===== src/rtl/banco_registradores_ctx.sv =====
// Parametrised register file with write bypass, optional hard-wired r0 and a
// context engine that streams the whole bank out (save) or in (restore).
module banco_registradores_ctx #(
    parameter int TAM     = 16,
    parameter int AW      = 4,
    parameter int ZERO_R0 = 0
) (
    input  logic           clk,
    input  logic           rst,
    input  logic [TAM-1:0] reg_in,
    input  logic [AW-1:0]  selecaoin,
    input  logic           escreve,
    input  logic [AW-1:0]  selecaooutA,
    output logic [TAM-1:0] OUTA,
    input  logic [AW-1:0]  selecaooutB,
    output logic [TAM-1:0] OUTB,
    input  logic           salva,
    input  logic           restaura,
    output logic           ocupado,
    output logic [TAM-1:0] dump_dado,
    output logic           dump_valido,
    input  logic           dump_pronto,
    input  logic [TAM-1:0] carga_dado,
    input  logic           carga_valido,
    output logic           carga_pronto
);
    localparam int NREG = 1 << AW;

    typedef enum logic [1:0] {OCIOSO, SALVANDO, RESTAURANDO} estado_t;

    estado_t         estado_reg, estado_next;
    logic [AW-1:0]   ptr_reg, ptr_next;
    logic [TAM-1:0]  regs [NREG];
    logic            ocioso;
    logic            carga_hs;
    logic            ultimo;

    assign ocioso   = (estado_reg == OCIOSO);
    assign carga_hs = (estado_reg == RESTAURANDO) && carga_valido;
    assign ultimo   = (ptr_reg == AW'(NREG - 1));

    // Each register has a single write port shared by normal writes (idle only)
    // and restore words (addressed by ptr).
    for (genvar gi = 0; gi < NREG; gi++) begin : g_reg
        if (ZERO_R0 != 0 && gi == 0) begin : g_fixo
            assign regs[gi] = '0;
        end else begin : g_flop
            logic [TAM-1:0] valor_reg;
            logic           wr_en;

            assign wr_en = (ocioso && escreve && selecaoin == AW'(gi)) ||
                           (carga_hs && ptr_reg == AW'(gi));

            always_ff @(posedge clk or posedge rst) begin
                if (rst) begin
                    valor_reg <= '0;
                end else if (wr_en) begin
                    valor_reg <= ocioso ? reg_in : carga_dado;
                end
            end

            assign regs[gi] = valor_reg;
        end
    end

    // Zero-forced r0 beats bypass; bypass only exists while the engine is idle.
    function automatic logic [TAM-1:0] le_porta(input logic [AW-1:0] addr);
        if (ZERO_R0 != 0 && addr == '0)
            return '0;
        else if (ocioso && escreve && selecaoin == addr)
            return reg_in;
        else
            return regs[addr];
    endfunction

    assign OUTA = le_porta(selecaooutA);
    assign OUTB = le_porta(selecaooutB);

    always_ff @(posedge clk or posedge rst) begin
        if (rst) begin
            estado_reg <= OCIOSO;
            ptr_reg    <= '0;
        end else begin
            estado_reg <= estado_next;
            ptr_reg    <= ptr_next;
        end
    end

    always_comb begin
        estado_next = estado_reg;
        ptr_next    = ptr_reg;
        case (estado_reg)
            OCIOSO: begin
                if (salva) begin
                    estado_next = SALVANDO;
                    ptr_next    = '0;
                end else if (restaura) begin
                    estado_next = RESTAURANDO;
                    ptr_next    = '0;
                end
            end
            SALVANDO: begin
                if (dump_pronto) begin
                    if (ultimo) begin
                        estado_next = OCIOSO;
                        ptr_next    = '0;
                    end else begin
                        ptr_next = ptr_reg + AW'(1);
                    end
                end
            end
            RESTAURANDO: begin
                if (carga_valido) begin
                    if (ultimo) begin
                        estado_next = OCIOSO;
                        ptr_next    = '0;
                    end else begin
                        ptr_next = ptr_reg + AW'(1);
                    end
                end
            end
            default: begin
                estado_next = OCIOSO;
                ptr_next    = '0;
            end
        endcase
    end

    assign ocupado      = !ocioso;
    assign dump_valido  = (estado_reg == SALVANDO);
    assign carga_pronto = (estado_reg == RESTAURANDO);
    assign dump_dado    = dump_valido ? regs[ptr_reg] : '0;

endmodule


===== config.mk =====
export PLATFORM = sky130hd
export DESIGN_NAME = banco_registradores_ctx
export DESIGN_NICKNAME = d
export VERILOG_FILES = /design/src/rtl/banco_registradores_ctx.sv
export SDC_FILE = /design/constraint.sdc
export NUM_CORES = 1
export LEC_CHECK = 0
export BUFFER_PORTS_ARGS = -buffer_cell sky130_fd_sc_hd__buf_4
export CORE_MARGIN = 1.5
export CORE_UTILIZATION = 55
export DETAILED_ROUTE_END_ITERATION = 7
export GPL_ROUTABILITY_DRIVEN = 0
export PLACE_DENSITY = 0.74
export RECOVER_POWER = 100
export SETUP_SLACK_MARGIN = 0.4
export SLEW_MARGIN = 5
export SYNTH_ARGS = -nofsm -noshare
export SYNTH_HDL_FRONTEND = slang
export SYNTH_SLANG_ARGS = --single-unit

===== constraint.sdc =====
create_clock -name clk -period 8.5 [get_ports clk]
set_clock_uncertainty 0.15 [all_clocks]
set_input_delay 0.85 -clock clk [delete_from_list [all_inputs] [get_ports clk]]
set_output_delay 0.85 -clock clk [all_outputs]
set_load 0.01 [all_outputs]

=== After elaboration in Yosys (flattened, before gate mapping) ===
Cells that the tools add are included.

* Input port bits: 51
* Logic and storage cells: 144
* Bits in registers: 262

* Bitwise gates (word level): 3
* Add/sub/neg operators: 1
* $lt $le $gt $ge: 3
* Equal/unequal tests: 37
* Mux-type cells: 25
* Reduce and logical (&&, ||, !) cells: 57

{| class="wikitable"
|+ Operator list
! cell !! number
|-
| $bmux W16 S4 || 3
|-
| $mux W16 || 10
|-
| $eq A4 B4 Y1 const B || 16
|-
| $logic_and A1 B1 Y1 || 36
|-
| $eq A4 B3 Y1 const B || 8
|-
| $mux W4 || 5
|-
| $eq A4 B2 Y1 const B || 4
|-
| $logic_or A1 B1 Y1 || 16
|-
| $ge A5 B5 Y1 const B || 3
|-
| $not A4 Y5 || 3
|-
| $pmux W4 S3 || 1
|-
| $mux W2 || 5
|-
| $eq A4 B1 Y1 const B || 2
|-
| $eq A4 B4 Y1 || 2
|-
| $logic_not A4 Y1 || 2
|-
| $pmux W2 S3 || 1
|-
| $add A4 B1 Y4 const B || 1
|-
| $ne A3 B3 Y1 const B || 1
|-
| $reduce_and A3 Y1 || 1
|-
| $eq A2 B1 Y1 const B || 1
|-
| $eq A2 B2 Y1 const B || 1
|-
| $logic_not A2 Y1 || 1
|-
| $ne A2 B1 Y1 const B || 1
|-
| $ne A2 B2 Y1 const B || 1
|-
| $logic_not A1 Y1 || 1
|}

=== Logic depth before layout (Yosys ltp) ===
* Depth in word-level cells: 5
* Depth in mapped cells: 10

=== Least setup slack after synthesis ===
Ideal clock, no wire load.

* Path kind: input port to output port
* Start: input port selecaooutA[0]
* End: output port OUTA[10]
* Stages: 6
* Slack: 5.074 ns
* Buffers on the path: 2
* Arrival: 2.426 ns
* Cell sequence: buf_2 -> buf_2 -> mux4_2 -> mux2i_1 -> mux2i_1 -> mux2_2

* Cells in the longest elaborated chain, start to end: 5
* Elaborated cells between the ends (all ways): 7

{| class="wikitable"
|+ Ends and longest elaborated chain
! item !! RTL line !! RTL
|-
| from (decl) || 13 || <nowiki>input logic [AW-1:0] selecaooutA,</nowiki>
|-
| $not A4 Y5 (implied by the code) || 73 || <nowiki>return regs[addr];</nowiki>
|-
| $bmux W16 S4 || 73 ||
|-
| $mux W16 (implied by the code) (2 in series) || 73 ||
|-
| $mux W16 * || 70 || <nowiki>else if (ocioso && escreve && selecaoin == addr)</nowiki>
|-
| to (decl) || 14 || <nowiki>output logic [TAM-1:0] OUTA,</nowiki>
|}

Mark *: on every way between the ends. The rest lies on a longest branch, timed or not. The select of a mux whose other input is x is not followed.

=== Worst setup path in the final report ===
* Start: input port selecaooutA[1]
* End: output port OUTA[15]

The elaborated chain is that of the path after synthesis.

==> out/results.ini <==
[grt]
grt_max_degree = 84
overflow = 0
grt_pass1_wl_um = 73600
antenna_found_initial = 0
grt.total_usage = 0.319
grt_pass1_vias = 12420

[layout]
finalNetCount = 1464
utilization = 0.630
largest_register_ff_count = 256
fin_area_um2 = 18200
multiInputGateArea_um2 = 9230
diodes = 0
n_fill_cell = 2271
drive_gt1_frac = 0.278
seqCellArea_um2 = 6560
synthToLayoutAreaGrowth_pct = 11.8

[synthesis]
synth_xor_area_frac = 0.00431
netlist_area_um2 = 16200
yosysSeqAreaShare = 0.404
yosys-top-cells-area = dfrtp_1 (40%), mux4_2 (29%), a21oi_1 (7.9%), mux2i_1 (7.0%), nor2_1 (5.9%)
synth-edff-count = 0
ys_top_cells_by_count = dfrtp_1 (262), a21oi_1 (258), nor2_1 (257)
synth_most_common_cell = dfrtp_1
synth-compound-area-share = 0.0895
yosys.area_share.simple = 0.0760
synth_cells = 1359
async_reset_ff_frac = 1.00
yosysWarnings = 0
synth_top_area_frac = 0.404
synth_adder_area_share = 0.00847
synth_top_family_by_area = multiplexers
syn_area_per_cell_um2 = 12.0
synth_nets = 1421
ys.flop_type = dfrtp_1
ys_ff_latch = 262
synth.area.mux_share = 0.381
synth.distinct_cells = 32
synth.largest_area_cell = dfrtp_1

[sta]
hold_viol_final = 0
worst_slew_pin_slew_ps = 4100
slew-limit-headroom = -1.73
min_period_over_period = 0.750
grt_setup_unrepaired = no
clock.fmax_mhz = 157
final-max-slew-violation-count = 740
fin_setup_tns_ps = 0
setup_viol = 0
min_period_ps = 6380

[setup_path]
cpMostUsedCell = clkbuf_1
cp_max_fo = 33
crit-reg2reg-capture = g_reg[7].g_flop.valor_reg[14]
r2r_start = ptr_reg[0]
cp.required_ps = 7500
reg2reg_slack_ps = 2540
end_kind = output port
critPathMaxStageDelay_ps = 2280
path_cells = clkbuf_1 > xor2_1 > nor3_1 > nand4_1 > clkbuf_1 > mux2_2 > buf_4
crit_family = buffers and inverters
crit_arrival_ps = 5380
reg2reg_depth = 4
slowest_stage = clkbuf_1
worstSetupPathType = input pin to output port
path_buf_inv = 3
start_kind = input pin

[pwr]
vdd_drop_max_mv = 0.190
power-per-cell-area_nw_per_um2 = 375
total_leakage_power_nw = 7.26

[clocking]
clkSlewWorstSetupHoldPaths_ps = 60
cts_buffers = 29
htreeDepth = 1
cts_root_buf = clkbuf_16
post_cts_resized = 0
insertion_delay_ps = 560
clock-sinks = 262
cts_setup_buffers = 0
clockBufferDepth = 3
tritoncts = done
cts_hold_buf = 0

[drt]
drtAntennaViolNets = 0
finalWirelength_um = 47200
vias_per_cell = 6.77
wl_per_cell_um = 26.1
first_pass_iters = 5
vias = 12233
drcViolationCount = 0
drt_iter0_markers = 1319

[status]
outcome = finished, violations left
violations = capacitance limit, slew limit

[hold_path]
holdCritStartpoint = g_reg[14].g_flop.valor_reg[8]
hold-path-cell-count = 2
hold_class = register to register
min_to = g_reg[14].g_flop.valor_reg[8]

[place]
port_buffers = 101
placed_area_um2 = 17500
dp_hpwl_um = 27700

[flow_run]
cap_violations = 21

[floorplanning]
die_w_um = 175
coreArea_um2 = 28900
num_io_pins = 102
die_y_um = 175
start_util = 0.563
rows = 62
dieArea_um2 = 30600

area by class of cell:
cell class / instances / area share
inverter: 8 / 0.00172
clock buffer: 38 / 0.0457
clock inverter: 14 / 0.00895
multi-input combinational: 958 / 0.508
tap: 384 / 0.0264
timing repair buffer: 143 / 0.0481
sequential: 262 / 0.361
cell families after synthesis:
kind of cell,Yosys count
fa+ha+maj,11
mux,354
simple gates,303
xor+xnor,8
compound gates,282
flops,262
buf+inv,139
power breakdown:
group / leakage (nW) / internal, W / total (W) / switching [W]
logic: 3.69 / 0.00165 / 0.00293 / 0.00128
clock network: 0.481 / 0.000776 / 0.00131 / 0.000532
registers: 3.09 / 0.00188 / 0.00258 / 0.000700
total: 7.26 / 0.00431 / 0.00682 / 0.00251
stage by stage:
step                hold slack, ps  power [W]  cells  setup slack, ps
global placement               392    0.00540   1755             3930
finish                         422    0.00682   1807             2120
floorplan                      373    0.00463   1359             4040
CTS                            310    0.00688   1807             3840
detailed placement             411    0.00555   1755             3880
global route                   438    0.00722   1807             1990
worst min-delay path, stage by stage (launching register included):
cell     delay (ps)
dfrtp_1         370
nor2_1           60
a21oi_1         100
placed cells by master, fill, tap and decap left out, drive strengths merged:
master,n
inv,8
or2,3
nand2b,7
buf,89
o22ai,12
clkbuf,92
o31ai,1
nor3,2
nand2,6
nand3,5
a21oi,258
mux4,208
nand3b,1
o32ai,4
dfrtp,262
bufinv,3
nand4b,2
mux2,32
clkinvlp,5
nor2,257
and3,1
o41ai,1
o21ai,4
xnor2,2
and2,16
ha,11
a21o,1
nand4,3
xor2,6
clkinv,6
o221ai,1
mux2i,114
how the worst max path moves through the flow:
stage / startpoint / cells after the start / to / slack (ps)
final: selecaooutA[1] / 7 / OUTA[15] / 2120
after global routing: selecaooutA[1] / 7 / OUTA[15] / 1990
after CTS: ptr_reg[0] / 5 / dump_dado[7] / 3840
after detailed placement: selecaooutB[3] / 8 / OUTB[9] / 3880
after global placement: selecaooutB[3] / 8 / OUTB[9] / 3930
after floorplan: rst / 1 / estado_reg[0] / 4040
metal layers:
layer / wire length [um] / up-vias / GRT usage
li1: - / 5198 / -
met1: 18100 / 6252 / 0.439
met2: 22400 / 668 / 0.502
met3: 5060 / 115 / 0.0711
met4: 1680 / 0 / 0.123
met5: 0 / - / 0
No activity file was read; power rests on OpenSTA's default activity.
